--- src/rtl/uart_prog_loader.sv ---
// uart_prog_loader: UART (8N1) boot-loader that drives the programmer port.
// It parses sections of the form <region> <count lo> <count hi> <4*N data bytes>,
// packs the data little-endian into 32-bit words and issues one write per word.
// A 0xFF header ends the load and raises upg_done_o.
// Optional feature macro: UPG_CHECKSUM_EN. When it is defined, each section
// carries one trailing XOR checksum byte.
module uart_prog_loader #(
    parameter int CLKS_PER_BIT = 434,
    parameter int CNT_W        = 16
) (
    input  logic        clk,
    input  logic        rst,
    input  logic        rx,
    input  logic        start,
    output logic        upg_wen_o,
    output logic [14:0] upg_adr_o,
    output logic [31:0] upg_dat_o,
    output logic        upg_done_o,
    output logic        upg_err_o
);

    localparam int            CW        = $clog2(CLKS_PER_BIT + 1);
    localparam logic [CW-1:0] BIT_LAST  = CW'(CLKS_PER_BIT - 1);
    localparam logic [CW-1:0] HALF_LAST = CW'(CLKS_PER_BIT / 2 - 1);

    typedef enum logic [1:0] {RX_IDLE, RX_START, RX_DATA, RX_STOP} rx_state_t;
    typedef enum logic [2:0] {
        HDR_REGION, CNT_LO, CNT_HI, DATA_BYTE, DONE
`ifdef UPG_CHECKSUM_EN
        , CHK
`endif
    } p_state_t;

    // State that follows the last word of a section (or a zero count).
    localparam p_state_t SEC_END =
`ifdef UPG_CHECKSUM_EN
        CHK;
`else
        HDR_REGION;
`endif

    // ---------------- receiver ----------------
    logic            rx_meta_q, rx_sync_q;
    rx_state_t       rx_state_q, rx_state_d;
    logic [CW-1:0]   clk_cnt_q, clk_cnt_d;
    logic [2:0]      bit_idx_q, bit_idx_d;
    logic [7:0]      shreg_q, shreg_d;
    logic            byte_valid, frame_err;

    // Two-flop synchroniser; idles high so reset does not look like a start bit.
    always_ff @(posedge clk or negedge rst) begin
        if (!rst) begin
            rx_meta_q <= 1'b1;
            rx_sync_q <= 1'b1;
        end else begin
            rx_meta_q <= rx;
            rx_sync_q <= rx_meta_q;
        end
    end

    // Receiver state register.
    always_ff @(posedge clk or negedge rst) begin
        if (!rst) begin
            rx_state_q <= RX_IDLE;
            clk_cnt_q  <= '0;
            bit_idx_q  <= '0;
            shreg_q    <= '0;
        end else begin
            rx_state_q <= rx_state_d;
            clk_cnt_q  <= clk_cnt_d;
            bit_idx_q  <= bit_idx_d;
            shreg_q    <= shreg_d;
        end
    end

    // Receiver next state: find start edge, confirm at half bit, sample at bit centres.
    always_comb begin
        rx_state_d = rx_state_q;
        clk_cnt_d  = clk_cnt_q + CW'(1);
        bit_idx_d  = bit_idx_q;
        shreg_d    = shreg_q;
        byte_valid = 1'b0;
        frame_err  = 1'b0;
        case (rx_state_q)
            RX_IDLE: begin
                clk_cnt_d = '0;
                if (!rx_sync_q) rx_state_d = RX_START;
            end
            RX_START: begin
                if (clk_cnt_q == HALF_LAST) begin
                    clk_cnt_d  = '0;
                    bit_idx_d  = '0;
                    rx_state_d = rx_sync_q ? RX_IDLE : RX_DATA;
                end
            end
            RX_DATA: begin
                if (clk_cnt_q == BIT_LAST) begin
                    clk_cnt_d = '0;
                    shreg_d   = {rx_sync_q, shreg_q[7:1]};
                    if (bit_idx_q == 3'd7) rx_state_d = RX_STOP;
                    else                   bit_idx_d  = bit_idx_q + 3'd1;
                end
            end
            RX_STOP: begin
                if (clk_cnt_q == BIT_LAST) begin
                    clk_cnt_d  = '0;
                    rx_state_d = RX_IDLE;
                    if (rx_sync_q) byte_valid = 1'b1;
                    else           frame_err  = 1'b1;
                end
            end
            default: rx_state_d = RX_IDLE;
        endcase
    end

    // ---------------- parser ----------------
    p_state_t         p_state_q, p_state_d;
    logic             region_q, region_d;
    logic [7:0]       cnt_lo_q, cnt_lo_d;
    logic [CNT_W-1:0] words_left_q, words_left_d;
    logic [1:0]       byte_idx_q, byte_idx_d;
    logic [23:0]      word_q, word_d;
    logic [13:0]      idx_q, idx_d;
    logic [14:0]      adr_q, adr_d;
    logic [31:0]      dat_q, dat_d;
    logic             wen_pend_q, wen_pend_d;
    logic             wen_q, wen_d;
    logic             done_q, done_d;
    logic             err_q, err_d;
`ifdef UPG_CHECKSUM_EN
    logic [7:0]       chk_q, chk_d;
`endif

    // Parser state register.
    always_ff @(posedge clk or negedge rst) begin
        if (!rst) begin
            p_state_q    <= HDR_REGION;
            region_q     <= 1'b0;
            cnt_lo_q     <= '0;
            words_left_q <= '0;
            byte_idx_q   <= '0;
            word_q       <= '0;
            idx_q        <= '0;
            adr_q        <= '0;
            dat_q        <= '0;
            wen_pend_q   <= 1'b0;
            wen_q        <= 1'b0;
            done_q       <= 1'b0;
            err_q        <= 1'b0;
`ifdef UPG_CHECKSUM_EN
            chk_q        <= '0;
`endif
        end else begin
            p_state_q    <= p_state_d;
            region_q     <= region_d;
            cnt_lo_q     <= cnt_lo_d;
            words_left_q <= words_left_d;
            byte_idx_q   <= byte_idx_d;
            word_q       <= word_d;
            idx_q        <= idx_d;
            adr_q        <= adr_d;
            dat_q        <= dat_d;
            wen_pend_q   <= wen_pend_d;
            wen_q        <= wen_d;
            done_q       <= done_d;
            err_q        <= err_d;
`ifdef UPG_CHECKSUM_EN
            chk_q        <= chk_d;
`endif
        end
    end

    // Parser next state: one step per received byte; start overrides everything.
    // Address/data are registered with the 4th byte; the strobe follows a cycle
    // later so both are already stable while it is high.
    always_comb begin
        p_state_d    = p_state_q;
        region_d     = region_q;
        cnt_lo_d     = cnt_lo_q;
        words_left_d = words_left_q;
        byte_idx_d   = byte_idx_q;
        word_d       = word_q;
        idx_d        = idx_q;
        adr_d        = adr_q;
        dat_d        = dat_q;
        wen_pend_d   = 1'b0;
        wen_d        = wen_pend_q;
        done_d       = done_q;
        err_d        = err_q | frame_err;
`ifdef UPG_CHECKSUM_EN
        chk_d        = chk_q;
`endif
        if (start) begin
            p_state_d = HDR_REGION;
            done_d    = 1'b0;
            err_d     = 1'b0;
        end else if (byte_valid) begin
            case (p_state_q)
                HDR_REGION: begin
                    idx_d      = '0;
                    byte_idx_d = '0;
`ifdef UPG_CHECKSUM_EN
                    chk_d      = '0;
`endif
                    case (shreg_q)
                        8'h00: begin region_d = 1'b0; p_state_d = CNT_LO; end
                        8'h01: begin region_d = 1'b1; p_state_d = CNT_LO; end
                        8'hFF: begin done_d   = 1'b1; p_state_d = DONE;   end
                        default: err_d = 1'b1;
                    endcase
                end
                CNT_LO: begin
                    cnt_lo_d  = shreg_q;
                    p_state_d = CNT_HI;
                end
                CNT_HI: begin
                    words_left_d = CNT_W'({shreg_q, cnt_lo_q});
                    p_state_d    = (words_left_d == '0) ? SEC_END : DATA_BYTE;
                end
                DATA_BYTE: begin
`ifdef UPG_CHECKSUM_EN
                    chk_d = chk_q ^ shreg_q;
`endif
                    case (byte_idx_q)
                        2'd0: word_d[7:0]   = shreg_q;
                        2'd1: word_d[15:8]  = shreg_q;
                        2'd2: word_d[23:16] = shreg_q;
                        default: begin
                            dat_d        = {shreg_q, word_q};
                            adr_d        = {region_q, idx_q};
                            idx_d        = idx_q + 14'd1;
                            wen_pend_d   = 1'b1;
                            words_left_d = words_left_q - CNT_W'(1);
                            if (words_left_q == CNT_W'(1)) p_state_d = SEC_END;
                        end
                    endcase
                    byte_idx_d = byte_idx_q + 2'd1;
                end
`ifdef UPG_CHECKSUM_EN
                CHK: begin
                    if (shreg_q == chk_q) begin
                        p_state_d = HDR_REGION;
                    end else begin
                        err_d     = 1'b1;
                        p_state_d = DONE;
                    end
                end
`endif
                DONE: ;
                default: p_state_d = HDR_REGION;
            endcase
        end
    end

    assign upg_wen_o  = wen_q;
    assign upg_adr_o  = adr_q;
    assign upg_dat_o  = dat_q;
    assign upg_done_o = done_q;
    assign upg_err_o  = err_q;

endmodule

--- config.mk ---
export PLATFORM = sky130hd
export DESIGN_NAME = uart_prog_loader
export DESIGN_NICKNAME = d
export VERILOG_FILES = /design/src/rtl/uart_prog_loader.sv
export SDC_FILE = /design/constraint.sdc
export NUM_CORES = 1
export LEC_CHECK = 0
export ABC_AREA = 1
export CAP_MARGIN = 20
export CORE_AREA = 2 2 144 146
export DETAILED_ROUTE_END_ITERATION = 8
export DIE_AREA = 0 0 146 148
export MAX_ROUTING_LAYER = met4
export SKIP_CTS_REPAIR_TIMING = 1
export SLEW_MARGIN = 15
export SYNTH_ARGS = -nofsm -noshare
export SYNTH_HDL_FRONTEND = slang
export SYNTH_SLANG_ARGS = --single-unit
--- constraint.sdc ---
create_clock -name clk -period 2.3 [get_ports clk]
set_input_delay 0.23 -clock clk [delete_from_list [all_inputs] [get_ports clk]]
set_output_delay 0.23 -clock clk [all_outputs]
set_load 0.02 [all_outputs]
==> impl_results.md, run 1 <==
- Post-Route WL: 15.4 mm
- Most frequent cells in the layout: 321 x nand2_1, 141 x dfrtp_1, 82 x nor2_1, 64 x inv_1, 52 x clkdlybuf4s50_1
- Clk_lat worst skew: 0.43 ns
- CTS clock-pin slew for the worst setup and hold paths: 0.06 ns
- Max cap viols: 0
- Mapped cell area: 6930 sq um
- WS Path Type: flop to flop
- Avg WL per Cell: 12.9 um
- Max-slew violation count: 0
- Crit-path most repeated cell: nand2_1
- Worst Path Arrival: 2.27 ns
- Die area: 21,600 sq um
- Outcome: completed
- Port-buffer cells: 53
- Yosys top cell by area: dfrtp_1
- Largest net degree at the start of global routing: 64
- CTS buffer count: 17
- Hold crit path type: primary input to flop
- Headroom to the max-slew limit: 0.604
- Part of the power in combinational logic: 0.013
- 1st-pass router iterations: 5
- Leakage: 4.05 nW
- Vias in the first global route: 5,238
- Maximum buffer depth of the clock tree: 2
- Clock power share: 0.520
- Reg power frac: 0.467
- Initial core utilization: 0.346
- Crit. End Element: flop
- CP Max Fanout: 12
- CP Buf/Inv Count: 2
- Sw frac: 0.228
- Worst slew pin tran: 0.593 ns
- PwrDens: 644 nW/um^2
- Final Cycle Share: 0.852
- Sum Neg Setup Slack: 0 ns
- CP startpoint kind: flop
- GRT Total Usage: 0.153
- Mapped Nets: 866
- Synth Instances: 850
- CP Cell Sequence: inv_1, ha_1, nand2_1, nor2_4, nand3_2, nor2_4, nand2_1, buf_4, o21ai_0, nand2_1
- Synth warn: 0
- Std-Cell Core Area: 20,000 sq um
- Root buf cell: clkbuf_16
- VDD IR max: 349 uV
- Fin nets: 932
- Number of clock sinks: 143
- First-pass GRT wire length: 25.9 mm
- # rows: 52
- Ant diodes: 0
- Synth top area cells: dfrtp_1 51%, nand2_1 17%, nor2_1 4.4%, o21ai_0 3.5%, inv_1 3.5%
- Fmax: 510 MHz
- Tmin final: 1.96 ns
- Tot Pwr: 5.40 mW
- Via count: 5,565
- Antenna-violating nets left: 0
- Synthesis-to-finish area growth: 21.1%
- CP max-delay cell: dfrtp_1
- Commonest non-fill, non-tap cell in the layout: nand2_1
- Height of the die: 148 um
- Synth top area share: 0.509
- Initial antenna violation count: 0
- Layout cells sized above 1: 0.104
- Die W: 146 um
- Via density: 4.64
- Sequential fraction of the synthesis area: 0.517
- Average size of a mapped cell: 8.15 sq um
- DRC Markers: 0
- Crit-path leading delay family: simple AND/OR/NAND/NOR gates
- TritonCTS clock tree: built
- Synth cell types: 36
- Skew final: 0.00748 ns
- GPL Wtd Cong: 0.862
- Int Pwr: 4.17 mW
- Remaining Overflow, GRT: 0
- #FFs+latches synth: 143
- IO Pins: 54
- Critical path required time: 2.61 ns
- RSZ-0062 raised after global routing: false
- Worst path max stage delay: 0.38 ns
- Drt initial violations: 409
- Final setup vio count: 0
- Psw: 1.23 mW
- Final-report hold violation count: 0
- H-tree Lvls: 4
- Final HPWL DP: 10.7 mm
## per-stage QoR
step	utilization	area [sq um]	setup slack (ns)	hold WS [ns]	std cells
after CTS	0.418	8380	0.306	-0.197	1198
after global placement	0.388	7780	0.376	0.264	1166
after floorplan	-	6930	0.656	-0.0656	850
after global routing	0.419	8390	0.160	0.200	1199
after detailed placement	0.388	7780	0.332	0.257	1166
final	0.419	8390	0.341	0.215	1199
## path summary, 6_finish.rpt
check	from	to	slack (ns)	depth (start not counted)
max in group asynchronous	rst	rx_sync_q	1.28	3
worst max-delay path	clk_cnt_q[1]	words_left_q[7]	0.34	10
worst max register to register	clk_cnt_q[1]	words_left_q[7]	0.34	10
worst min-delay path	rx	rx_meta_q	0.21	1
worst min register to register	wen_d	upg_wen_o	0.35	0
min in group asynchronous	rst	upg_adr_o[8]	0.35	2
## flip-flops by register name (all words and copies together) (netlist names), named ones only
register	flops
idx_q	14
shreg_q	8
clk_cnt_q	9
p_state_q	3
wen_d	1
byte_idx_q	2
cnt_lo_q	8
words_left_q	16
rx_sync_q	1
rx_state_q	1
bit_idx_q	3
word_q	24
upg_dat_o	32
upg_wen_o	1
region_q	1
upg_done_o	1
upg_adr_o	15
upg_err_o	1
rx_meta_q	1
## cell usage after synthesis, drive strengths merged
master,instances
nand2,333
dfrtp,141
nor2,90
o21ai,90
inv,66
nand3,33
buf,20
nor3,16
ha,12
a21oi,11
nand4,11
xor2,10
clkbuf,3
clkinv,2
dfstp,2
o21bai,2
xnor2,2
a31oi,1
a41oi,1
and2,1
nor3b,1
o31ai,1
or2,1
## worst register-to-register path, cell delays in order (launching register included)
cell     delay (ns)
dfrtp_1        0.38
inv_1          0.09
ha_1           0.14
nand2_1        0.08
nor2_4         0.11
nand3_2        0.13
nor2_4         0.17
nand2_1        0.25
buf_4          0.27
o21ai_0        0.15
nand2_1        0.07
## layout make-up
| cell class | instances | area [sq um] |
|---|---|---|
| Clock inverter | 15 | 174 |
| Clock buffer | 17 | 425 |
| Tap cell | 270 | 338 |
| Timing Repair Buffer | 70 | 699 |
| Sequential cell | 143 | 3580 |
| Fill cell | 2057 | 11700 |
| Multi-Input combinational cell | 616 | 2910 |
| Inverter | 68 | 260 |
## logic make-up (layout without fill, tap and decap cells)
kind of cell	Yosys count	after routing	synth area share
buffers and inverters	91	170	0.0632
AO/OA/AOI/OAI	106	106	0.0892
AND/OR/NAND/NOR	486	486	0.294
XOR/XNOR	12	12	0.0152
adder cells (fa/ha/maj)	12	12	0.0217
flip-flops	143	143	0.517
## power by group through the flow
stage          registers (mW)  clock network [mW]  logic, mW
2_1_floorplan            2.57                   0    0.00476
3_3_place_gp             2.57                   0     0.0771
3_5_place_dp             2.57                   0     0.0766
4_1_cts                  2.52                2.85     0.0764
5_1_grt                  2.52                2.98     0.0857
6_report                 2.52                2.81     0.0728
## metal layers
metal	vias up	GRT usage	share of wire
met5	-	-	0
met4	0	0.0563	0.018
met3	20	0.0333	0.043
met2	111	0.231	0.45
met1	2602	0.204	0.49
li1	2832	-	-
(Power assumes the default switching activity.)
==> run 2, diff against run 1 <==
Settings changed: GPL_TIMING_DRIVEN set to 0.
==> impl_results.md, run 2 (synthesis gave the netlist of run 1 again) <==
- CP startpoint kind: flop
- Initial antenna violation count: 0
- Critical path required time: 2.65 ns
- Max-slew violation count: 0
- Tmin final: 1.96 ns
- IO Pins: 54
- GRT Total Usage: 0.159
- Finished Layout Cells: 1,207
- Via count: 5,547
- Worst setup margin: 0.336 ns
- CTS clock-pin slew for the worst setup and hold paths: 0.07 ns
- Outcome: completed
- # rows: 52
- Remaining Overflow, GRT: 0
- CP Max Fanout: 10
- RSZ-0062 raised after global routing: false
- Vias in the first global route: 5,313
- Synthesis-to-finish area growth: 21.2%
- Fin nets: 940
- Crit. End Element: flop
- Avg WL per Cell: 13.1 um
- Std-Cell Core Area: 20,000 sq um
- Headroom to the max-slew limit: 0.622
- Root buf cell: clkbuf_16
- Fin Hold WS: 0.219 ns
- Height of the die: 148 um
- Port-buffer cells: 53
- First-pass GRT wire length: 27.0 mm
- Hold crit path type: primary input to flop
- Final setup vio count: 0
- Post-Route WL: 15.8 mm
- Largest net degree at the start of global routing: 88
- Most frequent cells in the layout: 321 x nand2_1, 141 x dfrtp_1, 82 x nor2_1, 64 x inv_1, 52 x clkdlybuf4s50_1
- Commonest non-fill, non-tap cell in the layout: nand2_1
- Multi-input gate area: 2910 sq um
- H-tree Lvls: 4
- 1st-pass router iterations: 8
- Final HPWL DP: 11.0 mm
- Layout cells sized above 1: 0.109
- Number of clock sinks: 143
- Leakage: 4.06 nW
- Ant diodes: 0
- Worst slew pin tran: 0.562 ns
- Die W: 146 um
- CTS buffer count: 17
- Die area: 21,600 sq um
- GPL Wtd Cong: 0.882
- Skew final: 0.00967 ns
- Placed insts: 1,174
- Post-Place Cell Area: 7830 sq um
- PwrDens: 617 nW/um^2
- Antenna-violating nets left: 0
- WS Path Type: flop to flop
- Pre-CTS setup slack: 0.354 ns
- DRC Markers: 0
- Drt initial violations: 357
- Maximum buffer depth of the clock tree: 2
- Initial core utilization: 0.346
- Max cap viols: 0
- Reg area: 3580 sq um
- Worst Path Arrival: 2.32 ns
- Fmax: 509 MHz
- VDD IR max: 447 uV
- Fillers: 2,117
- Clk_lat worst skew: 0.42 ns
- Final-report hold violation count: 0
- TritonCTS clock tree: built
- Max reg flops: 32
- Via density: 4.60
- Final Instance Area: 8400 sq um
- Final Cycle Share: 0.854
-- run 2: final cells by class --
class | count | share of cell area
Tap cell | 270 | 0.0402
Sequential cell | 143 | 0.426
Buffer | 23 | 0.0212
Inverter | 68 | 0.0310
Multi-Input combinational cell | 616 | 0.346
Timing Repair Buffer | 55 | 0.0682
Clock inverter | 14 | 0.0143
Clock buffer | 18 | 0.0523
-- run 2: path summary, 6_finish.rpt --
check	start	end	slack (ns)	depth (start not counted)
min	rx	rx_meta_q	0.22	1
max	clk_cnt_q[1]	idx_q[11]	0.34	11
min in group asynchronous	rst	upg_wen_o	0.33	2
max in group asynchronous	rst	p_state_q[1]	1.19	3
min reg2reg	wen_d	upg_wen_o	0.35	0
max reg2reg	clk_cnt_q[1]	idx_q[11]	0.34	11
-- run 2: per-layer routing --
layer,vias up,track usage,routed length [um],share of wire
li1,2847,-,-,-
met1,2564,0.209,7620,0.48
met2,117,0.245,7200,0.46
met3,19,0.0352,657,0.042
met4,0,0.0549,301,0.019
met5,-,-,0,0
-- run 2: critical path, cell delays in order (launching register included) --
cell and delay, ns:
dfrtp_1 0.38, inv_1 0.10, ha_1 0.15, nand2_1 0.08, nor2_4 0.11, nand2_2 0.12
nor3_4 0.25, nand2_1 0.11, nor2_2 0.22, buf_4 0.23, nand2_1 0.07, nand2_1 0.07
-- run 2: per-stage QoR --
| stage | utilization | total power, mW | TNS (ns) |
|---|---|---|---|
| final | 0.419 | 5.18 | 0 |
| after global routing | 0.419 | 5.37 | 0 |
| after CTS | 0.419 | 5.26 | 0 |
| after detailed placement | 0.391 | 2.64 | 0 |
| after global placement | 0.389 | 2.63 | -699.26 |
| after floorplan | - | 2.57 | 0 |
-- run 2: report_power, final --
| group | internal (mW) | switching, mW |
|---|---|---|
| Clock | 1.44 | 1.16 |
| Sequential | 2.52 | 0.00118 |
| Combinational | 0.0122 | 0.0549 |
==> run 3, diff against run 2 <==
Settings changed: CAP_MARGIN 20 to unset.
==> results of run 3 <==
Final layout, timing and power as in run 2 (identical DEF).
